[config.mk]
export PLATFORM = sky130hd
export DESIGN_NAME = seven_seg_scan_driver
export DESIGN_NICKNAME = d
export VERILOG_FILES = /design/src/rtl/seven_seg_scan_driver.sv
export SDC_FILE = /design/constraint.sdc
export NUM_CORES = 1
export LEC_CHECK = 0
export ABC_CLOCK_PERIOD_IN_PS = 3600
export CORE_MARGIN = 8
export CORE_UTILIZATION = 49
export CTS_CLUSTER_SIZE = 40
export DETAILED_ROUTE_END_ITERATION = 8
export GPL_TIMING_DRIVEN = 0
export PLACE_DENSITY = 0.9
export SLEW_MARGIN = 10
export SYNTH_ARGS = -nofsm -noshare
export SYNTH_HDL_FRONTEND = slang
export SYNTH_SLANG_ARGS = --single-unit
[constraint.sdc]
create_clock -name clk -period 3.6 [get_ports clk]
set_input_delay 0.54 -clock clk [delete_from_list [all_inputs] [get_ports clk]]
set_output_delay 0.54 -clock clk [all_outputs]
set_load 0.1 [all_outputs]
[src/rtl/seven_seg_scan_driver.sv]
// Multiplexed common-anode 7-segment display driver.
// Scans NUM_DIGITS hex nibbles one slot at a time (REFRESH_DIV clocks per
// slot), with per-digit decimal points, optional leading-zero blanking,
// PWM brightness control and a one-cycle strobe at the end of every frame.
// All display pins are registered: they follow the current scan index and
// inputs with exactly one clock of latency.
module seven_seg_scan_driver #(
    parameter int  NUM_DIGITS  = 8,
    parameter int  REFRESH_DIV = 100000,
    parameter int  BRIGHT_W    = 4,
    localparam int SEL_W       = $clog2(NUM_DIGITS)
) (
    input  logic                    clk,
    input  logic                    rst,
    input  logic                    display_on,
    input  logic [4*NUM_DIGITS-1:0] digits,
    input  logic [NUM_DIGITS-1:0]   dp_in,
    input  logic                    blank_lz,
    input  logic [BRIGHT_W-1:0]     brightness,
    output logic [6:0]              cathode,
    output logic                    dp_n,
    output logic [NUM_DIGITS-1:0]   anode,
    output logic [SEL_W-1:0]        anode_sel,
    output logic                    frame_tick
);

    localparam int PRE_W = $clog2(REFRESH_DIV);
    localparam logic [PRE_W-1:0] PRE_LAST = PRE_W'(REFRESH_DIV - 1);
    localparam logic [SEL_W-1:0] SEL_LAST = SEL_W'(NUM_DIGITS - 1);
    localparam logic [6:0]       SEG_OFF  = 7'h7F;

    logic [PRE_W-1:0]      prescaler;
    logic [BRIGHT_W-1:0]   pwm_cnt;
    logic [3:0]            nib_sel;
    logic                  dp_sel;
    logic                  blank_sel;
    logic                  zero_run;
    logic [NUM_DIGITS-1:0] sel_onehot;
    logic                  pwm_on;
    logic [6:0]            seg_sel;

    // Active-low segment pattern {a,b,c,d,e,f,g} for one hex nibble.
    function automatic logic [6:0] hex_to_seg(input logic [3:0] nib);
        logic [6:0] seg;
        case (nib)
            4'h0:    seg = 7'h01;
            4'h1:    seg = 7'h4F;
            4'h2:    seg = 7'h12;
            4'h3:    seg = 7'h06;
            4'h4:    seg = 7'h4C;
            4'h5:    seg = 7'h24;
            4'h6:    seg = 7'h20;
            4'h7:    seg = 7'h0F;
            4'h8:    seg = 7'h00;
            4'h9:    seg = 7'h04;
            4'hA:    seg = 7'h08;
            4'hB:    seg = 7'h60;
            4'hC:    seg = 7'h31;
            4'hD:    seg = 7'h42;
            4'hE:    seg = 7'h30;
            default: seg = 7'h38;
        endcase
        return seg;
    endfunction

    // Refresh prescaler and scan index; frame_tick marks the wrap back to digit 0.
    always_ff @(posedge clk) begin
        if (rst) begin
            prescaler  <= '0;
            anode_sel  <= '0;
            frame_tick <= 1'b0;
        end else begin
            frame_tick <= 1'b0;
            if (prescaler == PRE_LAST) begin
                prescaler <= '0;
                if (anode_sel == SEL_LAST) begin
                    anode_sel  <= '0;
                    frame_tick <= 1'b1;
                end else begin
                    anode_sel <= anode_sel + 1'b1;
                end
            end else begin
                prescaler <= prescaler + 1'b1;
            end
        end
    end

    // Free-running PWM phase counter, independent of the scan rate.
    always_ff @(posedge clk) begin
        if (rst) begin
            pwm_cnt <= '0;
        end else begin
            pwm_cnt <= pwm_cnt + 1'b1;
        end
    end

    // Pick the scanned digit; walking from the top digit down, zero_run says
    // whether this digit and everything above it is zero (leading-zero run).
    always_comb begin
        zero_run   = 1'b1;
        nib_sel    = 4'h0;
        dp_sel     = 1'b0;
        blank_sel  = 1'b0;
        sel_onehot = '0;
        for (int i = NUM_DIGITS - 1; i >= 0; i--) begin
            zero_run = zero_run && (digits[4*i +: 4] == 4'h0);
            if (anode_sel == SEL_W'(i)) begin
                nib_sel       = digits[4*i +: 4];
                dp_sel        = dp_in[i];
                blank_sel     = blank_lz && (i != 0) && zero_run;
                sel_onehot[i] = 1'b1;
            end
        end
    end

    // PWM gate and segment pattern for the scanned digit.
    always_comb begin
        pwm_on  = (pwm_cnt <= brightness);
        seg_sel = blank_sel ? SEG_OFF : hex_to_seg(nib_sel);
    end

    // Registered display pins; display_on=0 darkens everything while scanning continues.
    always_ff @(posedge clk) begin
        if (rst || !display_on) begin
            anode   <= '1;
            cathode <= SEG_OFF;
            dp_n    <= 1'b1;
        end else begin
            anode   <= pwm_on ? ~sel_onehot : '1;
            cathode <= seg_sel;
            dp_n    <= ~dp_sel;
        end
    end

endmodule
==> impl_summary.log, run 1 <==
[metrics] H-Tree Depth: 2
[metrics] max_cap viols: 0
[metrics] EDFF count, synth: 0
[metrics] Critical Path Slowest Stage Cell: dfxtp_1
[metrics] number of I/O port buffers: 67
[metrics] maximum vdd ir drop: 0.2375 mV
[metrics] portion of total power attributed to combinational logic: between 10% and 20%
[metrics] Die W: approximately 89 um
[metrics] synthesized area per cell: around 8.5 sq um
[metrics] worst-case clock skew: between 0.008 and 0.009 ns
[metrics] ports placed on the boundary: between 60 and 70
[metrics] biggest fanout along the worst timing path: 10
[metrics] internal portion of total power: 759.4 uW
[metrics] Final nets: around 450
[metrics] Yosys cell types: 63
[metrics] worst endpoint required time: about 3.8 ns
[metrics] sequential fraction of the synthesis area: 31.55%
[metrics] global-route wire length before repair: about 12,000 um
[metrics] maximum clock insertion buffer count: 2
[metrics] type of the worst setup path: register to register
[metrics] number of nets in the synthesized netlist: 371
[metrics] number of antenna violations at the first check in global routing: 0
[metrics] leading cell types by total area after synthesis: dfxtp_1, ha_1, nor2_1, xor2_1, a21oi_1
[metrics] clock-pin slew reported for the worst setup and hold paths after clock tree synthesis: around 0.08 ns
[metrics] worst slew margin relative to its limit: ~33%
[metrics] WL met2: between 3000 and 4000 um
[metrics] shortest clock period the worst path allows after layout: ~3.3 ns
[metrics] beginning of the worst hold path: pwm_cnt[0]
[metrics] total global-route track usage: approximately a fifth
[metrics] biggest area consumer among synthesized cells: dfxtp_1
[metrics] sequential fraction of design power: a little under half
[metrics] power share of the clock group: 36.1%
[metrics] initial drt markers: 160
[metrics] Worst EP arrival: around 3.5 ns
[metrics] number of buffers created by CTS: 5
[metrics] via count: between 2,000 and 3,000
[metrics] fin. max-slew vios: 0
[metrics] share of final-layout standard cells stronger than drive strength 1: 9.737%
[metrics] pin count of the biggest net entering global routing: 15
[metrics] number of failing setup endpoints in the final timing report: 0
[metrics] Total Power: a little over 1 mW
[metrics] crit path launch type: register
[metrics] status: complete, no violations
[metrics] critical path capture point type: register
[metrics] routability cong.: 0.9296
[metrics] DIE HEIGHT: 88.86 um
[metrics] power dissipated by switching net loads: approximately 280 uW
[metrics] total area of sequential cells: 820.8 sq um
[metrics] area of the die: about 7900 sq um
[metrics] switching share of power: 26.66%
[metrics] RSZ-0062 raised after global routing: false
[metrics] post-detailed-placement half-perimeter wirelength: approximately 5800 um
[metrics] power per standard cell area: roughly 300 nW/um^2
[metrics] Hold Buf Count CTS: 0
[metrics] overall routed net length: 7432 um
[metrics] global-route congestion overflow total: 0
[metrics] DR WL/cell: 16.52 um
[metrics] Slowest Stage Delay on Critical Path: ~0.54 ns
[metrics] Via-to-Cell Ratio: 5.744
[metrics] share of flip-flops with an asynchronous set or reset: 0%
[metrics] area taken by multi-input logic gates: between 1500 and 2000 sq um
[metrics] DRC violations left: 0
[metrics] highest metal used: met4
[metrics] Floorplan Core Area: 5107 sq um
[metrics] final-report hold violation count: 0
[metrics] setup TNS: 0 ns
[metrics] post-synthesis sequential element count: 41
[metrics] class of the tightest hold or removal check: register to register
[metrics] num rows: 26
[metrics] most frequent cells in the layout: clkdlybuf4s50_1, dfxtp_1, nor2_1
[metrics] number of global-route vias before repair: ~2,600
[metrics] TritonCTS clock tree: yes
[metrics] remaining antenna violation count: 0
[metrics] insertion delay of the later-clocked pin in the worst-skew pair: between 0.2 and 0.3 ns
[metrics] DR WL met3: approximately 650 um
[metrics] achievable frequency: around 300 MHz
[metrics] post-synth top area share: roughly a third
[metrics] Main synth FF type: dfxtp_1
[metrics] most common cell after layout, fill and taps aside: clkdlybuf4s50_1
[metrics] number of warnings printed during yosys synthesis: 0
[metrics] Crit. Startpoint: anode_sel[2]
[metrics] number of clock sinks: between 40 and 50
[metrics] Area growth, synth to finish: 33.62%
[metrics] worst r2r src: anode_sel[2]
[metrics] post-route clock period utilization: roughly 92%
[metrics] fillers: roughly 410
[metrics] worst setup slack for register-to-register paths: 0.30 ns
[metrics] leakage power summed over all cells: approximately 1.3 nW
[metrics] Post-Synthesis Cell Area: between 2000 and 3000 sq um
[metrics] routed length on met1: ~3000 um
[metrics] slew at the pin closest to its max-slew limit: slightly below 1 ns
[metrics] CP Cell Sequence: buf_4 > inv_1 > ha_1 > clkbuf_2 > a211o_1 > o22ai_2 > inv_1 > ha_1 > o211a_1 > a211oi_1 > a32oi_1 > nand2b_1
[metrics] count of antenna diodes in the layout: 0
[metrics] length of the first detailed-routing pass in iterations: 4
[metrics] gate count after technology mapping: 305
[metrics] Root Buffer Master: clkbuf_8
[metrics] Initial Utilization: 50.93%
[state kept, by name, summed over array words and instances, names as in the netlist]
name	count
cathode	7
anode	8
prescaler	17
pwm_cnt	4
dp_n	1
anode_sel	3
frame_tick	1
[layout make-up]
cell class / instances / area share, %
buffer: 15 / 2.628
tap: 70 / 2.520
timing repair buffer: 67 / 19.29
sequential: 41 / 23.61
clock inverter: 3 / 1.332
inverter: 16 / 1.728
clock buffer: 5 / 1.980
multi-input combinational: 233 / 46.90
[Yosys cell counts (3+ instances only)]
cell type,n
dfxtp_1,41
nand3b_1,5
a32oi_1,3
nand2b_1,7
and3_1,4
nor3b_1,3
nor2_1,32
clkbuf_1,4
nor2b_1,6
nand4_1,5
buf_4,3
nor3_1,4
o21ai_0,6
and4_1,3
o21a_1,3
xnor2_1,6
xor2_1,12
ha_1,18
nor4_1,4
a211oi_1,4
and2_1,4
mux2i_1,5
a31oi_1,3
nand2_1,18
nand3_1,18
buf_2,6
a21oi_1,19
inv_1,15
[per-stage QoR]
stage	cells	hold slack [ns]	area, sq um	setup WS, ns	utilization [%]
2_1_floorplan	305	0.4297	2601	0.1645	-
3_3_place_gp	442	0.4431	3359	0.2813	65.78
3_5_place_dp	442	0.4588	3359	0.3166	65.78
4_1_cts	450	0.4783	3475	0.2895	68.03
5_1_grt	450	0.5056	3476	0.09587	68.05
6_report	450	0.4792	3476	0.2994	68.05
[power by group through the flow]
stage	registers [mW]	logic (mW)	clock network, mW
3_3_place_gp	0.482	0.185	0
5_1_grt	0.473	0.202	0.407
2_1_floorplan	0.525	0.0595	0
4_1_cts	0.471	0.190	0.383
6_report	0.471	0.190	0.374
3_5_place_dp	0.482	0.189	0
[kinds of logic (layout without fill, tap and decap cells)]
kind of cell | count (synthesis) | after routing | synth area share (%)
AND/OR/NAND/NOR | 122 | 122 | 24.96
flip-flops | 41 | 41 | 31.55
multiplexers | 5 | 5 | 1.924
adder cells (fa/ha/maj) | 18 | 18 | 8.658
AO/OA/AOI/OAI | 70 | 70 | 21.07
XOR/XNOR | 18 | 18 | 6.061
buffers and inverters | 31 | 106 | 5.771
[routing by layer]
metal / track usage, % / vias up
li1: - / 1243
met4: 8.141 / 0
met1: 21.43 / 1197
met3: 6.128 / 22
met2: 33.36 / 123
met5: 0 / -
[worst max-delay path: cells and delay by family (launching register included)]
family | cells | cell delay, ns
buf+inv | 4 | 0.82
compound gates | 5 | 0.98
simple gates | 1 | 0.16
fa+ha+maj | 2 | 0.68
flops | 1 | 0.54
[repair_timing]
item,in CTS,in global routing
resized for setup,0,2
buffers inserted,0,0
setup endpoints to repair,0,1
[final timing paths]
path / cells past startpoint / end
setup / recovery: 12 / cathode[3]
setup reg to reg: 12 / cathode[3]
hold reg to reg: 1 / pwm_cnt[0]
hold / removal: 1 / pwm_cnt[0]
(Power assumes the default switching activity.)
==> run 2, diff against run 1 <==
- MAX_ROUTING_LAYER: not set -> met4
==> impl_summary.log, run 2 (synthesized netlist as in run 1, its figures left out) <==
[metrics] status: complete, no violations
[metrics] Initial Utilization: 50.93% (unchanged)
[metrics] TritonCTS clock tree: yes
[metrics] area of the die: 7896 sq um (unchanged)
[metrics] number of global-route vias before repair: 2,429 (-5.2%)
[metrics] global-route wire length before repair: 11,720 um (-2.9%)
[metrics] Final nets: 445 (unchanged)
[metrics] worst slew margin relative to its limit: 34.32% (+0.83 points)
[metrics] global-route congestion overflow total: 0 (unchanged)
[metrics] Area growth, synth to finish: 33.67% (about the same)
[metrics] CP delay by family, top: compound AO/OA/AOI/OAI gates
[metrics] Worst EP arrival: 3.45 ns (-0.02 ns)
[metrics] leakage power summed over all cells: 1.323 nW (+0.31%)
[metrics] RSZ-0062 raised after global routing: false
[metrics] max reg flops: 17 (unchanged)
[metrics] overall routed net length: 7121 um (-4.2%)
[metrics] largest registers: prescaler x17, anode x8, cathode x7
[metrics] maximum vdd ir drop: 0.2278 mV (-4.1%)
[metrics] worst path bufs/invs: 4 (unchanged)
[metrics] max_cap viols: 0 (unchanged)
[metrics] total global-route track usage: 19.33% (-0.079 points)
[metrics] pin count of the biggest net entering global routing: 13 (-2)
[metrics] most common cell after layout, fill and taps aside: clkdlybuf4s50_1
[metrics] DRC violations left: 0 (unchanged)
[metrics] clock-pin slew reported for the worst setup and hold paths after clock tree synthesis: 0.08 ns (about the same)
[metrics] class of the tightest hold or removal check: register to register
[metrics] fillers: 404 (-2.2%)
[metrics] DR WL/cell: 15.82 um (-4.2%)
[metrics] num rows: 26 (unchanged)
[metrics] number of clock sinks: 41 (unchanged)
[metrics] final-report hold violation count: 0 (unchanged)
[metrics] setup slack after layout: 0.3277 ns (+0.02838 ns)
[metrics] H-Tree Depth: 2 (unchanged)
[metrics] Root Buffer Master: clkbuf_8
[metrics] shortest clock period the worst path allows after layout: 3.272 ns (-0.02838 ns)
[metrics] worst-case clock skew: 0.007799 ns (-0.0005566 ns)
[metrics] fin. max-slew vios: 0 (unchanged)
[metrics] post-place setup slack: 0.2994 ns (-0.01725 ns)
[metrics] number of buffers created by CTS: 5 (unchanged)
[metrics] routability cong.: 0.9205 (-0.98%)
[metrics] path length in cells of the critical path: 12 (unchanged)
[metrics] number of failing setup endpoints in the final timing report: 0 (unchanged)
[metrics] type of the worst setup path: register to register
[metrics] number of antenna violations at the first check in global routing: 0 (unchanged)
[metrics] ports placed on the boundary: 68 (unchanged)
[metrics] worst setup slack for register-to-register paths: 0.33 ns (+0.03 ns)
[metrics] remaining antenna violation count: 0 (unchanged)
[metrics] via count: 2,506 (-3.1%)
[metrics] crit path launch type: register
[metrics] length of the first detailed-routing pass in iterations: 5 (+1)
[metrics] insertion delay of the later-clocked pin in the worst-skew pair: 0.29 ns (about the same)
[metrics] power per standard cell area: 300.3 nW/um^2 (+0.79%)
[metrics] maximum clock insertion buffer count: 2 (unchanged)
[metrics] setup TNS: 0 ns (unchanged)
[metrics] most frequent cells in the layout: clkdlybuf4s50_1, dfxtp_1, nor2_1
[metrics] Floorplan Core Area: 5107 sq um (unchanged)
[metrics] Crit. Startpoint: anode_sel[2]
[metrics] worst r2r src: anode_sel[2]
[metrics] share of final-layout standard cells stronger than drive strength 1: 9.474% (-0.26 points)
[metrics] hold slack: 0.4649 ns (-0.01420 ns)
[metrics] initial drt markers: 160 (unchanged)
[metrics] achievable frequency: 305.6 MHz (+0.87%)
[metrics] Via-to-Cell Ratio: 5.569 (-3.1%)
[metrics] worst reg2reg endpoint: cathode[3]
[metrics] Die W: 88.86 um (unchanged)
[metrics] DIE HEIGHT: 88.86 um (unchanged)
[metrics] number of I/O port buffers: 67 (unchanged)
[metrics] biggest fanout along the worst timing path: 10 (unchanged)
[metrics] worst endpoint required time: 3.78 ns (about the same)
[metrics] most flop-heavy register: prescaler
[metrics] CP Capture Point: cathode[3]
[metrics] CP Cell Sequence: buf_4 > inv_1 > ha_1 > clkbuf_2 > a211o_1 > o22ai_2 > inv_1 > ha_1 > o211a_1 > a211oi_1 > a32oi_1 > nand2b_1
[metrics] count of antenna diodes in the layout: 0 (unchanged)
[metrics] number of cells traversed by the worst register-to-register path: 12 (unchanged)
[metrics] post-route clock period utilization: 90.90% (-0.79 points)
[metrics] Critical Path Slowest Stage Cell: dfxtp_1
[metrics] Slowest Stage Delay on Critical Path: 0.55 ns (about the same)
[metrics] post-detailed-placement half-perimeter wirelength: 5481 um (-5.3%)
[metrics] beginning of the worst hold path: prescaler[0]
[metrics] slew at the pin closest to its max-slew limit: 0.9821 ns (-0.01236 ns)
[metrics] critical path capture point type: register
==> run 2: cell count changes in the layout (fill, tap and decap cells not counted), sizes merged <==
cell,before,now
clkbuf,9,11
clkinv,1,0
clkinvlp,1,0
==> run 2: area by class of cell <==
type,instances,area [sq um],area share (%)
multi-input combinational,233,1630,46.89
sequential,41,820.8,23.61
timing repair buffer,67,670.6,19.29
buffer,15,91.34,2.627
tap,70,87.58,2.519
clock buffer,7,86.33,2.483
inverter,16,60.06,1.727
clock inverter,1,30.03,0.8636
==> run 2: metrics by stage <==
stage	util [%]	instance area (sq um)	total power [mW]	instances
2_1_floorplan	-	2601	0.5844	305
3_3_place_gp	65.78	3359	0.6668	442
3_5_place_dp	65.78	3359	0.6697	442
4_1_cts	68.05	3476	1.054	450
5_1_grt	68.08	3477	1.092	450
6_report	68.08	3477	1.044	450
==> run 2: how the worst min path moves through the flow <==
stage | to | slack, ns | depth (start not counted)
finish | prescaler[0] | 0.46 | 1
global route | pwm_cnt[0] | 0.49 | 1
CTS | pwm_cnt[0] | 0.48 | 1
detailed placement | pwm_cnt[0] | 0.46 | 1
global placement | prescaler[0] | 0.44 | 1
floorplan | pwm_cnt[0] | 0.43 | 1
==> run 2: what timing repair did <==
action / CTS / global route
hold buffers: 0 / 0
buffers inserted: 0 / 0
resized for setup: 0 / 2
setup endpoints to repair: 0 / 1
endpoints found under the hold margin: 0 / 0
==> run 2: power by group <==
part / switching [mW] / internal [mW]
registers: 0.00621 / 0.465
clock network: 0.158 / 0.226
logic: 0.102 / 0.0871
==> run 2: layer usage <==
metal / part of all wire [%] / GRT usage (%)
met1: 42 / 22.45
met2: 48 / 31.54
met3: 8.2 / 4.828
met4: 1.4 / 6.605
met5: 0 / -
